**config.mk**
```make
export PLATFORM = sky130hd
export DESIGN_NAME = cia_bus_sync
export DESIGN_NICKNAME = d
export VERILOG_FILES = /design/src/rtl/cia_pkg.sv /design/src/rtl/cia_sync_filter.sv /design/src/rtl/cia_bus_sync.sv
export SDC_FILE = /design/constraint.sdc
export NUM_CORES = 1
export LEC_CHECK = 0
export CAP_MARGIN = 30
export CORE_UTILIZATION = 50
export CTS_BUF_LIST = sky130_fd_sc_hd__clkbuf_16
export CTS_CLUSTER_SIZE = 20
export DETAILED_ROUTE_END_ITERATION = 7
export DONT_BUFFER_PORTS = 1
export HOLD_SLACK_MARGIN = 0.15
export PLACE_DENSITY = 0.65
export SLEW_MARGIN = 20
export SYNTH_ARGS = -nofsm -noshare
export SYNTH_HDL_FRONTEND = slang
export SYNTH_SLANG_ARGS = --single-unit
```
**constraint.sdc**
```tcl
create_clock -name clk -period 2.9 [get_ports clk]
set_clock_uncertainty 0.1 [all_clocks]
set_input_delay 0.58 -clock clk [delete_from_list [all_inputs] [get_ports clk]]
set_output_delay 0.58 -clock clk [all_outputs]
set_load 0.02 [all_outputs]
```
**src/rtl/cia_pkg.sv**
```systemverilog
// Shared types and helpers for the CIA bus synchronizer.
package cia;

  // Bus-cycle tracking states.
  typedef enum logic [1:0] {
    LOW  = 2'd0,
    WAIT = 2'd1,
    ACC  = 2'd2
  } state_t;

  localparam int unsigned ADDR_W = 4;
  localparam int unsigned DATA_W = 8;

  // Bits needed to hold a count from 0 up to n inclusive.
  function automatic int unsigned cnt_width(input int unsigned n);
    return (n < 2) ? 1 : $clog2(n + 1);
  endfunction

endpackage

```
**src/rtl/cia_sync_filter.sv**
```systemverilog
// Two-flop synchronizer followed by a run-length glitch filter.
// level changes only after FILTER_LEN consecutive synchronized samples
// disagree with it; level_c is the value level takes on the next edge.
module cia_sync_filter
  import cia::*;
#(
  parameter int unsigned FILTER_LEN = 3,
  parameter logic        RST_VAL    = 1'b0
) (
  input  logic clk,
  input  logic rst_n,
  input  logic d,
  output logic level,
  output logic level_c
);

  localparam int unsigned CNT_W = cnt_width(FILTER_LEN);

  logic             s1;
  logic             s2;
  logic [CNT_W-1:0] cnt;
  logic             accept;

  // Metastability guard for the asynchronous pad level.
  always_ff @(posedge clk or negedge rst_n) begin
    if (!rst_n) begin
      s1 <= RST_VAL;
      s2 <= RST_VAL;
    end else begin
      s1 <= d;
      s2 <= s1;
    end
  end

  assign accept  = (s2 != level) && (cnt == CNT_W'(FILTER_LEN - 1));
  assign level_c = accept ? s2 : level;

  // Count the run of samples that disagree with the accepted level.
  always_ff @(posedge clk or negedge rst_n) begin
    if (!rst_n) begin
      cnt   <= '0;
      level <= RST_VAL;
    end else begin
      level <= level_c;
      if ((s2 == level) || accept) cnt <= '0;
      else                         cnt <= cnt + CNT_W'(1);
    end
  end

endmodule

```
**src/rtl/cia_bus_sync.sv**
```systemverilog
// Synchronizes the 6526 CPU-side bus into the clk domain and turns each
// PHI2 cycle into at most one single-cycle read or write strobe.
module cia_bus_sync
  import cia::*;
#(
  parameter int unsigned FILTER_LEN = 3,
  parameter int unsigned ADDR_DLY   = 4,
  parameter int unsigned TIMEOUT    = 48
) (
  input  logic        clk,
  input  logic        rst_n,
  input  logic        phi2_i,
  input  logic        res_n_i,
  input  logic        cs_n_i,
  input  logic        r_w_n_i,
  input  logic [3:0]  addr_i,
  input  logic [7:0]  data_i,
  output logic        phi2_o,
  output logic        phi2_rise_o,
  output logic        phi2_fall_o,
  output logic        res_o,
  output logic        rd_stb_o,
  output logic        wr_stb_o,
  output logic [3:0]  addr_o,
  output logic [7:0]  wdata_o,
  output logic        phi2_lost_o
);

  localparam int unsigned DLY_W = cnt_width(ADDR_DLY);
  localparam int unsigned WD_W  = cnt_width(TIMEOUT);

  logic              phi_level;
  logic              phi_level_c;
  logic              resn_level;
  logic              resn_level_c;
  logic              phi_rise_c;
  logic              phi_fall_c;
  logic              res_c;

  logic              cs_n_s1;
  logic              cs_n_s2;
  logic              r_w_n_s1;
  logic              r_w_n_s2;
  logic [ADDR_W-1:0] addr_s1;
  logic [ADDR_W-1:0] addr_s2;
  logic [DATA_W-1:0] data_s1;
  logic [DATA_W-1:0] data_s2;

  logic [WD_W-1:0]   wd;
  logic [WD_W-1:0]   wd_next;
  logic              lost_c;
  logic              blocked_c;

  state_t            state;
  logic [DLY_W-1:0]  dly;
  logic              armed;
  logic              acc_cs_n;
  logic              acc_r_w_n;

  cia_sync_filter #(
    .FILTER_LEN (FILTER_LEN),
    .RST_VAL    (1'b0)
  ) u_phi2_filter (
    .clk     (clk),
    .rst_n   (rst_n),
    .d       (phi2_i),
    .level   (phi_level),
    .level_c (phi_level_c)
  );

  cia_sync_filter #(
    .FILTER_LEN (FILTER_LEN),
    .RST_VAL    (1'b0)
  ) u_res_filter (
    .clk     (clk),
    .rst_n   (rst_n),
    .d       (res_n_i),
    .level   (resn_level),
    .level_c (resn_level_c)
  );

  assign phi2_o     = phi_level;
  assign res_o      = ~resn_level;
  assign phi_rise_c = phi_level_c & ~phi_level;
  assign phi_fall_c = ~phi_level_c & phi_level;
  assign res_c      = ~resn_level_c;

  // Plain two-flop stages for the bus signals; they are only sampled
  // long after PHI2 edges, so no filtering is needed.
  always_ff @(posedge clk or negedge rst_n) begin
    if (!rst_n) begin
      cs_n_s1  <= 1'b1;
      cs_n_s2  <= 1'b1;
      r_w_n_s1 <= 1'b1;
      r_w_n_s2 <= 1'b1;
      addr_s1  <= '0;
      addr_s2  <= '0;
      data_s1  <= '0;
      data_s2  <= '0;
    end else begin
      cs_n_s1  <= cs_n_i;
      cs_n_s2  <= cs_n_s1;
      r_w_n_s1 <= r_w_n_i;
      r_w_n_s2 <= r_w_n_s1;
      addr_s1  <= addr_i;
      addr_s2  <= addr_s1;
      data_s1  <= data_i;
      data_s2  <= data_s1;
    end
  end

  // Single-cycle PHI2 edge strobes aligned with the filtered level.
  always_ff @(posedge clk or negedge rst_n) begin
    if (!rst_n) begin
      phi2_rise_o <= 1'b0;
      phi2_fall_o <= 1'b0;
    end else begin
      phi2_rise_o <= phi_rise_c;
      phi2_fall_o <= phi_fall_c;
    end
  end

  // Watchdog next count: cleared by an accepted rise, saturating at TIMEOUT.
  always_comb begin
    wd_next = wd;
    if (phi_rise_c)                 wd_next = '0;
    else if (wd != WD_W'(TIMEOUT))  wd_next = wd + WD_W'(1);
  end

  assign lost_c    = (wd_next == WD_W'(TIMEOUT));
  assign blocked_c = phi2_lost_o | lost_c;

  // Watchdog register; the lost flag tracks the saturated count.
  always_ff @(posedge clk or negedge rst_n) begin
    if (!rst_n) begin
      wd          <= '0;
      phi2_lost_o <= 1'b0;
    end else begin
      wd          <= wd_next;
      phi2_lost_o <= lost_c;
    end
  end

  // Bus-cycle FSM: capture ADDR_DLY cycles after an accepted rise, strobe
  // reads on capture and writes on the following fall. The first rise after
  // reset is ignored until a full fall has been seen (armed).
  always_ff @(posedge clk or negedge rst_n) begin
    if (!rst_n) begin
      state     <= LOW;
      dly       <= '0;
      armed     <= 1'b0;
      acc_cs_n  <= 1'b1;
      acc_r_w_n <= 1'b1;
      addr_o    <= '0;
      wdata_o   <= '0;
      rd_stb_o  <= 1'b0;
      wr_stb_o  <= 1'b0;
    end else begin
      rd_stb_o <= 1'b0;
      wr_stb_o <= 1'b0;
      if (phi_fall_c) armed <= 1'b1;
      if (blocked_c) begin
        state <= LOW;
      end else begin
        case (state)
          LOW: begin
            if (phi_rise_c && armed) begin
              state <= WAIT;
              dly   <= '0;
            end
          end
          WAIT: begin
            if (phi_fall_c) begin
              state <= LOW;
            end else if (dly == DLY_W'(ADDR_DLY - 1)) begin
              state     <= ACC;
              addr_o    <= addr_s2;
              acc_cs_n  <= cs_n_s2;
              acc_r_w_n <= r_w_n_s2;
              rd_stb_o  <= ~cs_n_s2 & r_w_n_s2 & ~res_c;
            end else begin
              dly <= dly + DLY_W'(1);
            end
          end
          ACC: begin
            if (phi_fall_c) begin
              state <= LOW;
              if (!acc_cs_n && !acc_r_w_n) begin
                wdata_o  <= data_s2;
                wr_stb_o <= ~res_c;
              end
            end
          end
          default: state <= LOW;
        endcase
      end
    end
  end

endmodule
```
==> results of run 1 <==
-- metrics by stage --
step	setup slack [ps]	utilization (%)	std cells	area [um^2]
floorplan	469	-	160	2490
detailed placement	316	54.6	230	2600
finish	342	62.0	250	2950
CTS	313	62.0	250	2950
global route	189	62.0	250	2950
global placement	481	54.6	230	2600
-- how the worst min path moves through the flow --
stage | end | slack (ps) | cells past startpoint
after floorplan | addr_o[0]$_DFFE_PN0P_ | 180 | 0
after global placement | wd[4]$_DFF_PN0_ | 190 | 0
after detailed placement | wd[2]$_DFF_PN0_ | 190 | 0
after CTS | data_s1[1]$_DFF_PN0_ | 170 | 0
after global routing | data_s1[0]$_DFF_PN0_ | 170 | 0
final | data_s1[1]$_DFF_PN0_ | 180 | 0
-- logic make-up after synthesis --
group           Yosys count  share of synthesized area, %
flops                    69                          69.6
simple gates             40                          9.24
buf+inv                  10                          1.51
mux                      19                          9.64
xor+xnor                  6                          2.11
fa+ha+maj                 6                          3.01
compound gates           10                          4.87
-- flip-flops by register name, summed over array words and instances (netlist names), 2 cells and up --
signal             count
wd                     6
u_res_filter.cnt       2
state                  2
addr_s1                4
wdata_o                8
data_s1                8
addr_o                 4
addr_s2                4
u_phi2_filter.cnt      2
dly                    3
data_s2                8
-- cell type report --
class                           instances  area (um^2)
Clock buffer                            9          225
Clock inverter                          7         67.6
Sequential cell                        69         1730
Inverter                               10         37.5
Tap cell                               67         83.8
Multi-Input combinational cell         81          719
Fill cell                             372         1810
Timing Repair Buffer                    7         80.1
-- synthesized netlist by cell type, types with 2 or more instances --
library cell  number
nand3_1            2
mux2i_1            3
dfrtp_1           63
mux2_1             8
nor3_1             2
o21ai_0            2
a21oi_2            2
xnor2_1            2
nor2b_1            2
nand3b_1           2
dfstp_2            6
xor2_1             4
mux2_4             8
inv_1              9
and4b_1            2
ha_1               6
nor2_1            11
nand2b_1           5
nand2_1            6
-- critical path, stage by stage, from the launching register on --
cell and delay [ps]:
dfrtp_1 420, inv_1 90, ha_1 320, nor4b_1 60
and4b_1 220, a311o_4 370, a2111oi_4 490, mux2_1 370
-- timing repair --
item                                   in CTS  in global routing
hold buffers                                4                  0
endpoints found under the hold margin      71                  0
gates resized for setup                     0                  0
-- power groups by stage --
stage	logic [mW]	registers [mW]	clock network [mW]
6_report	0.438	1.24	1.05
5_1_grt	0.498	1.26	1.10
4_1_cts	0.447	1.24	1.07
3_5_place_dp	0.418	1.26	0
3_3_place_gp	0.383	1.24	0
2_1_floorplan	0.347	1.22	0
-- routing by layer --
metal,track usage [%],vias up,part of all wire [%]
met1,20.8,658,43
met4,12.4,0,2.6
met5,0,-,0
met2,26.0,40,48
li1,-,584,-
met3,7.46,12,6.1
==> summary.md, run 1 <==
| Metric | Value |
|---|---|
| First-pass DRT Iterations | 4 |
| CORE AREA | 4750 um^2 |
| Clock share of power | 38.4% |
| Endpoints failing setup | 0 |
| Setup crit start kind | flop |
| Critical Path AT | 2660 ps |
| CTS Buf Count | 9 |
| Peak Freq | 0.391 GHz |
| DP HPWL | 2.63 mm |
| Leak pwr | 1.37 nW |
| Sequential power share | 45.5% |
| GRT Util Overall | 17.6% |
| Logic gate share of total power | 16.1% |
| Worst vdd ir | 0.535 mV |
| PwrDens | 924 nW/um^2 |
| WS Path Type | flop to flop |
| Sink Count | 69 |
| Vias after detailed routing | 1294 |
| Worst reg2reg endpoint | dly[2]$_DFFE_PN0P_ |
| Final Cycle Share | 88.2% |
| Layout area overhead | 18.3% |
| Worst min-delay path category | primary input to flop |
| Antenna Cells | 0 |
| Switching share of total power | 28.1% |
| Int Power | 1.96 mW |
| Syn Area/Cell | 15.6 um^2 |
| Final Wtd Congestion | 0.737 |
| ANT nets after route | 0 |
| Reg2reg start | wd[1]$_DFF_PN0_ |
| Min cycle time layout | 2560 ps |
| RSZ-0062 raised after global routing | false |
| CTS tree | yes |
| Ranking of synthesized cells by area | dfrtp_1 (63%), dfstp_2 (6.3%), mux2_4 (4.8%) |
| YS warnings | 0 |
| Layout cells sized above 1 | 21.3% |
| Wire length per cell | 15.7 um |
| Largest net degree at the start of global routing | 70 |
| WHS | 181 ps |
| Final wirelength | 3.94 mm |
| Worst Reg2Reg Path Length in Cells | 7 |
| CTS clock-pin slew for the worst setup and hold paths | 50 ps |
| Total Power | 2.72 mW |
| Die area | 5270 um^2 |
| Slew of the pin with the lowest slew margin | 471 ps |
| Post-synthesis cell type count | 34 |
| Hold Crit Start | data_i[1] |
| Clk root buf | clkbuf_16 |
| Slew HR | 67.8% |
| Worst Path Required | 3000 ps |
| Outcome | finished clean |
| Final hold vios | 0 |
| Net Count, Synth | 184 |
| Setup crit start | wd[1]$_DFF_PN0_ |
| Port-buffer cells | 0 |
| R2r setup slk | 340 ps |
| Worst-skew pair later-pin latency | 320 ps |
| Crit end category | flop |
| EDFF count, synth | 0 |
| Dominant synthesized flop cell | dfrtp_1 |
| Max clock buf depth | 2 |
| First-pass GRT wire length | 6.51 mm |
| Post-CTS setup buffer count | 0 |
| Global route overflow | 0 |
| Fin. max-slew vios | 0 |
| Leading area contributor after synthesis | dfrtp_1 |
| Die Height | 72.6 um |
| Most common cell after layout, fill and taps aside | dfrtp_1 |
| DRT iter0 DRCs | 28 |
| Maximum fanout along the worst path | 6 |
| Sw power | 0.765 mW |
| Total negative setup slack | 0 ps |
| Initial Util | 52.4% |
| Vias in the first global route | 1379 |
| Vias/cell | 5.18 |
| Mapped Area | 2490 um^2 |
| Max cap viols | 0 |
| Nets | 202 |
| Seq cells post-synth | 69 |
| Chip width | 72.6 um |
| Worst Setup EP | dly[2]$_DFFE_PN0P_ |
| CTS HTree Levels | 3 |
| Initial antenna violation count | 0 |
| Async set-reset flop share out of synthesis | 100% |
| Ports | 37 |
| Row Count | 25 |
| Syn Inst Count | 160 |
| DRC | 0 |
| Most frequent cells in the layout | dfrtp_1 (63), nor2_1 (11), inv_1 (10) |
| Sequential cell area fraction in the yosys report | 69.6% |
| Share of the synthesized area in the top cell type | 63.3% |
No activity file was read; power rests on OpenSTA's default activity.
==> run 2: changes to the inputs <==
--- a/config.mk
+++ b/config.mk
@@ -6,6 +6,7 @@
 export NUM_CORES = 1
 export LEC_CHECK = 0
 export CAP_MARGIN = 30
+export CORE_MARGIN = 5
 export CORE_UTILIZATION = 50
 export CTS_BUF_LIST = sky130_fd_sc_hd__clkbuf_16
 export CTS_CLUSTER_SIZE = 20
==> run 2 against run 1 <==
  * Fmax is essentially flat
  * Count of clock-buffer cells in the layout unchanged
  * Clock power rose by 6%
  * Total power increased by 2.3%
  * Wire length grew 0.53%
  * Via count fell by 2.4%
  * Critical path type unchanged
==> summary.md, run 2 (synthesis gave the netlist of run 1 again) <==
| Metric | Value |
|---|---|
| Final wirelength | 3.96 mm |
| First-pass GRT wire length | 6.88 mm |
| Initial Util | 52.1% |
| CTS clock-pin slew for the worst setup and hold paths | 50 ps |
| Worst Path Required | 3000 ps |
| DP HPWL | 2.60 mm |
| CTS Buf Count | 9 |
| Top flop regs | data_s1 x8, data_s2 x8, wdata_o x8 |
| Sequential power share | 44.5% |
| Port-buffer cells | 0 |
| Wire length per cell | 15.8 um |
| Endpoints failing setup | 0 |
| Int Power | 2.04 mW |
| Nets | 202 |
| GRT Util Overall | 14.6% |
| Final worst-path setup slack | 343 ps |
| Setup crit start kind | flop |
| Most common cell after layout, fill and taps aside | dfrtp_1 |
| Critical Path AT | 2660 ps |
| Chip width | 80.6 um |
| WHS | 182 ps |
| Global route overflow | 0 |
| Fin. max-slew vios | 0 |
| Die Height | 80.6 um |
| Logic gate share of total power | 15.8% |
| Final hold vios | 0 |
| DRT iter0 DRCs | 46 |
| Vias/cell | 5.05 |
| Clock share of power | 39.7% |
| Initial antenna violation count | 0 |
| WS Path Type | flop to flop |
| Most frequent cells in the layout | dfrtp_1 (63), nor2_1 (11), inv_1 (10) |
| Min cycle time layout | 2560 ps |
| CTS tree | yes |
| Crit path cell chain | inv_1 > ha_1 > nor4b_1 > and4b_1 > a311o_4 > a2111oi_4 > mux2_1 |
| Leak pwr | 1.38 nW |
| Total negative setup slack | 0 ps |
| Worst min-delay path category | primary input to flop |
| Max cap viols | 0 |
| Family with the most delay on the worst path | compound AO/OA/AOI/OAI gates |
| ANT nets after route | 0 |
| Dpl ws | 364 ps |
| Layout cells sized above 1 | 20.8% |
| Clk root buf | clkbuf_16 |
| Layout area overhead | 18.9% |
| Final Wtd Congestion | 0.849 |
| Ports | 37 |
| Post-CTS sizing | 0 |
| DRC | 0 |
| Sw power | 0.748 mW |
| Final Cycle Share | 88.2% |
| Peak Freq | 0.391 GHz |
| Row Count | 25 |
| Slew of the pin with the lowest slew margin | 476 ps |
| Max clock buf depth | 2 |
| CP Buf/Inv Count | 1 |
| CP max stage delay | 470 ps |
| Largest net degree at the start of global routing | 70 |
| Outcome | finished clean |
| Maximum fanout along the worst path | 6 |
| Die area | 6490 um^2 |
| Post-CTS setup buffer count | 0 |
| PwrDens | 941 nW/um^2 |
| Crit end category | flop |
| Sink Count | 69 |
| First-pass DRT Iterations | 4 |
| Worst-skew pair later-pin latency | 320 ps |
| RSZ-0062 raised after global routing | false |
| CTS HTree Levels | 3 |
| Slowest CP cell | a2111oi_4 |
| Switching share of total power | 26.9% |
| Slew HR | 68.3% |
| Vias after detailed routing | 1263 |
| CORE AREA | 4790 um^2 |
| Antenna Cells | 0 |
| Vias in the first global route | 1410 |
| Worst vdd ir | 0.512 mV |
-- run 2: cell types whose count changed in the layout (fill, tap and decap cells not counted), sizes merged --
cell      previous run  this run
bufinv               1         2
clkinvlp             1         0
-- run 2: worst paths after layout --
check / start / end / slack (ps) / cells past startpoint
min reg2reg: addr_s1[1]$_DFF_PN0_ / addr_s2[1]$_DFF_PN0_ / 250 / 0
max reg2reg: wd[1]$_DFF_PN0_ / dly[0]$_DFFE_PN0P_ / 340 / 7
max: wd[1]$_DFF_PN0_ / dly[0]$_DFFE_PN0P_ / 340 / 7
max in group asynchronous: rst_n / r_w_n_s1$_DFF_PN1_ / 1700 / 2
min in group asynchronous: rst_n / data_s1[6]$_DFF_PN0_ / 690 / 2
min: data_i[7] / data_s1[7]$_DFF_PN0_ / 180 / 0
-- run 2: final cells by class --
class                      instances  area (um^2)
fill                             339         1820
sequential                        69         1730
multi-input combinational         81          719
clock buffer                       9          225
tap                               67         83.8
clock inverter                     7         81.3
timing repair buffer               7         80.1
inverter                          10         37.5
-- run 2: stage by stage --
step / area [um^2] / power [mW] / cells / util [%]
2_1_floorplan: 2490 / 1.57 / 160 / -
3_3_place_gp: 2600 / 1.63 / 230 / 54.3
3_5_place_dp: 2600 / 1.67 / 230 / 54.3
4_1_cts: 2960 / 2.82 / 250 / 61.9
5_1_grt: 2960 / 2.94 / 250 / 61.9
6_report: 2960 / 2.79 / 250 / 61.9
-- run 2: worst reg2reg max path, delay by kind of cell, from the launching register on --
kind,cells,cell delay (ps)
DFF,1,430
and+or+nand+nor,2,290
AOI/OAI and AO/OA,2,840
muxes,1,360
buffers and inverters,1,110
adders and majority gates,1,330
-- run 2: power by group through the flow --
| stage | clock, mW | sequential, mW | combinational (mW) |
|---|---|---|---|
| 2_1_floorplan | 0 | 1.22 | 0.347 |
| 3_3_place_gp | 0 | 1.25 | 0.386 |
| 3_5_place_dp | 0 | 1.25 | 0.411 |
| 4_1_cts | 1.14 | 1.24 | 0.444 |
| 5_1_grt | 1.18 | 1.26 | 0.499 |
| 6_report | 1.11 | 1.24 | 0.440 |
-- run 2: layer usage --
layer,up-vias,GRT usage [%],share of wire [%],wire length [um]
li1,583,-,-,-
met1,635,16.2,40,1590
met2,34,22.7,50,1960
met3,11,5.38,6.6,262
met4,0,11.0,3.4,136
met5,-,0,0,0
-- run 2: timing repair --
| action | in CTS | in global routing |
|---|---|---|
| endpoints found under the hold margin | 71 | 0 |
| setup endpoints to repair | 0 | 0 |
| hold buffers | 4 | 0 |
==> run 3: changes to the inputs <==
--- a/config.mk
+++ b/config.mk
@@ -5,11 +5,10 @@
 export SDC_FILE = /design/constraint.sdc
 export NUM_CORES = 1
 export LEC_CHECK = 0
-export CAP_MARGIN = 30
+export CAP_MARGIN = 15
 export CORE_MARGIN = 5
 export CORE_UTILIZATION = 50
 export CTS_BUF_LIST = sky130_fd_sc_hd__clkbuf_16
-export CTS_CLUSTER_SIZE = 20
 export DETAILED_ROUTE_END_ITERATION = 7
 export DONT_BUFFER_PORTS = 1
 export HOLD_SLACK_MARGIN = 0.15
==> results of run 3 <==
The final DEF is identical to that of run 2; final timing and power are the same.
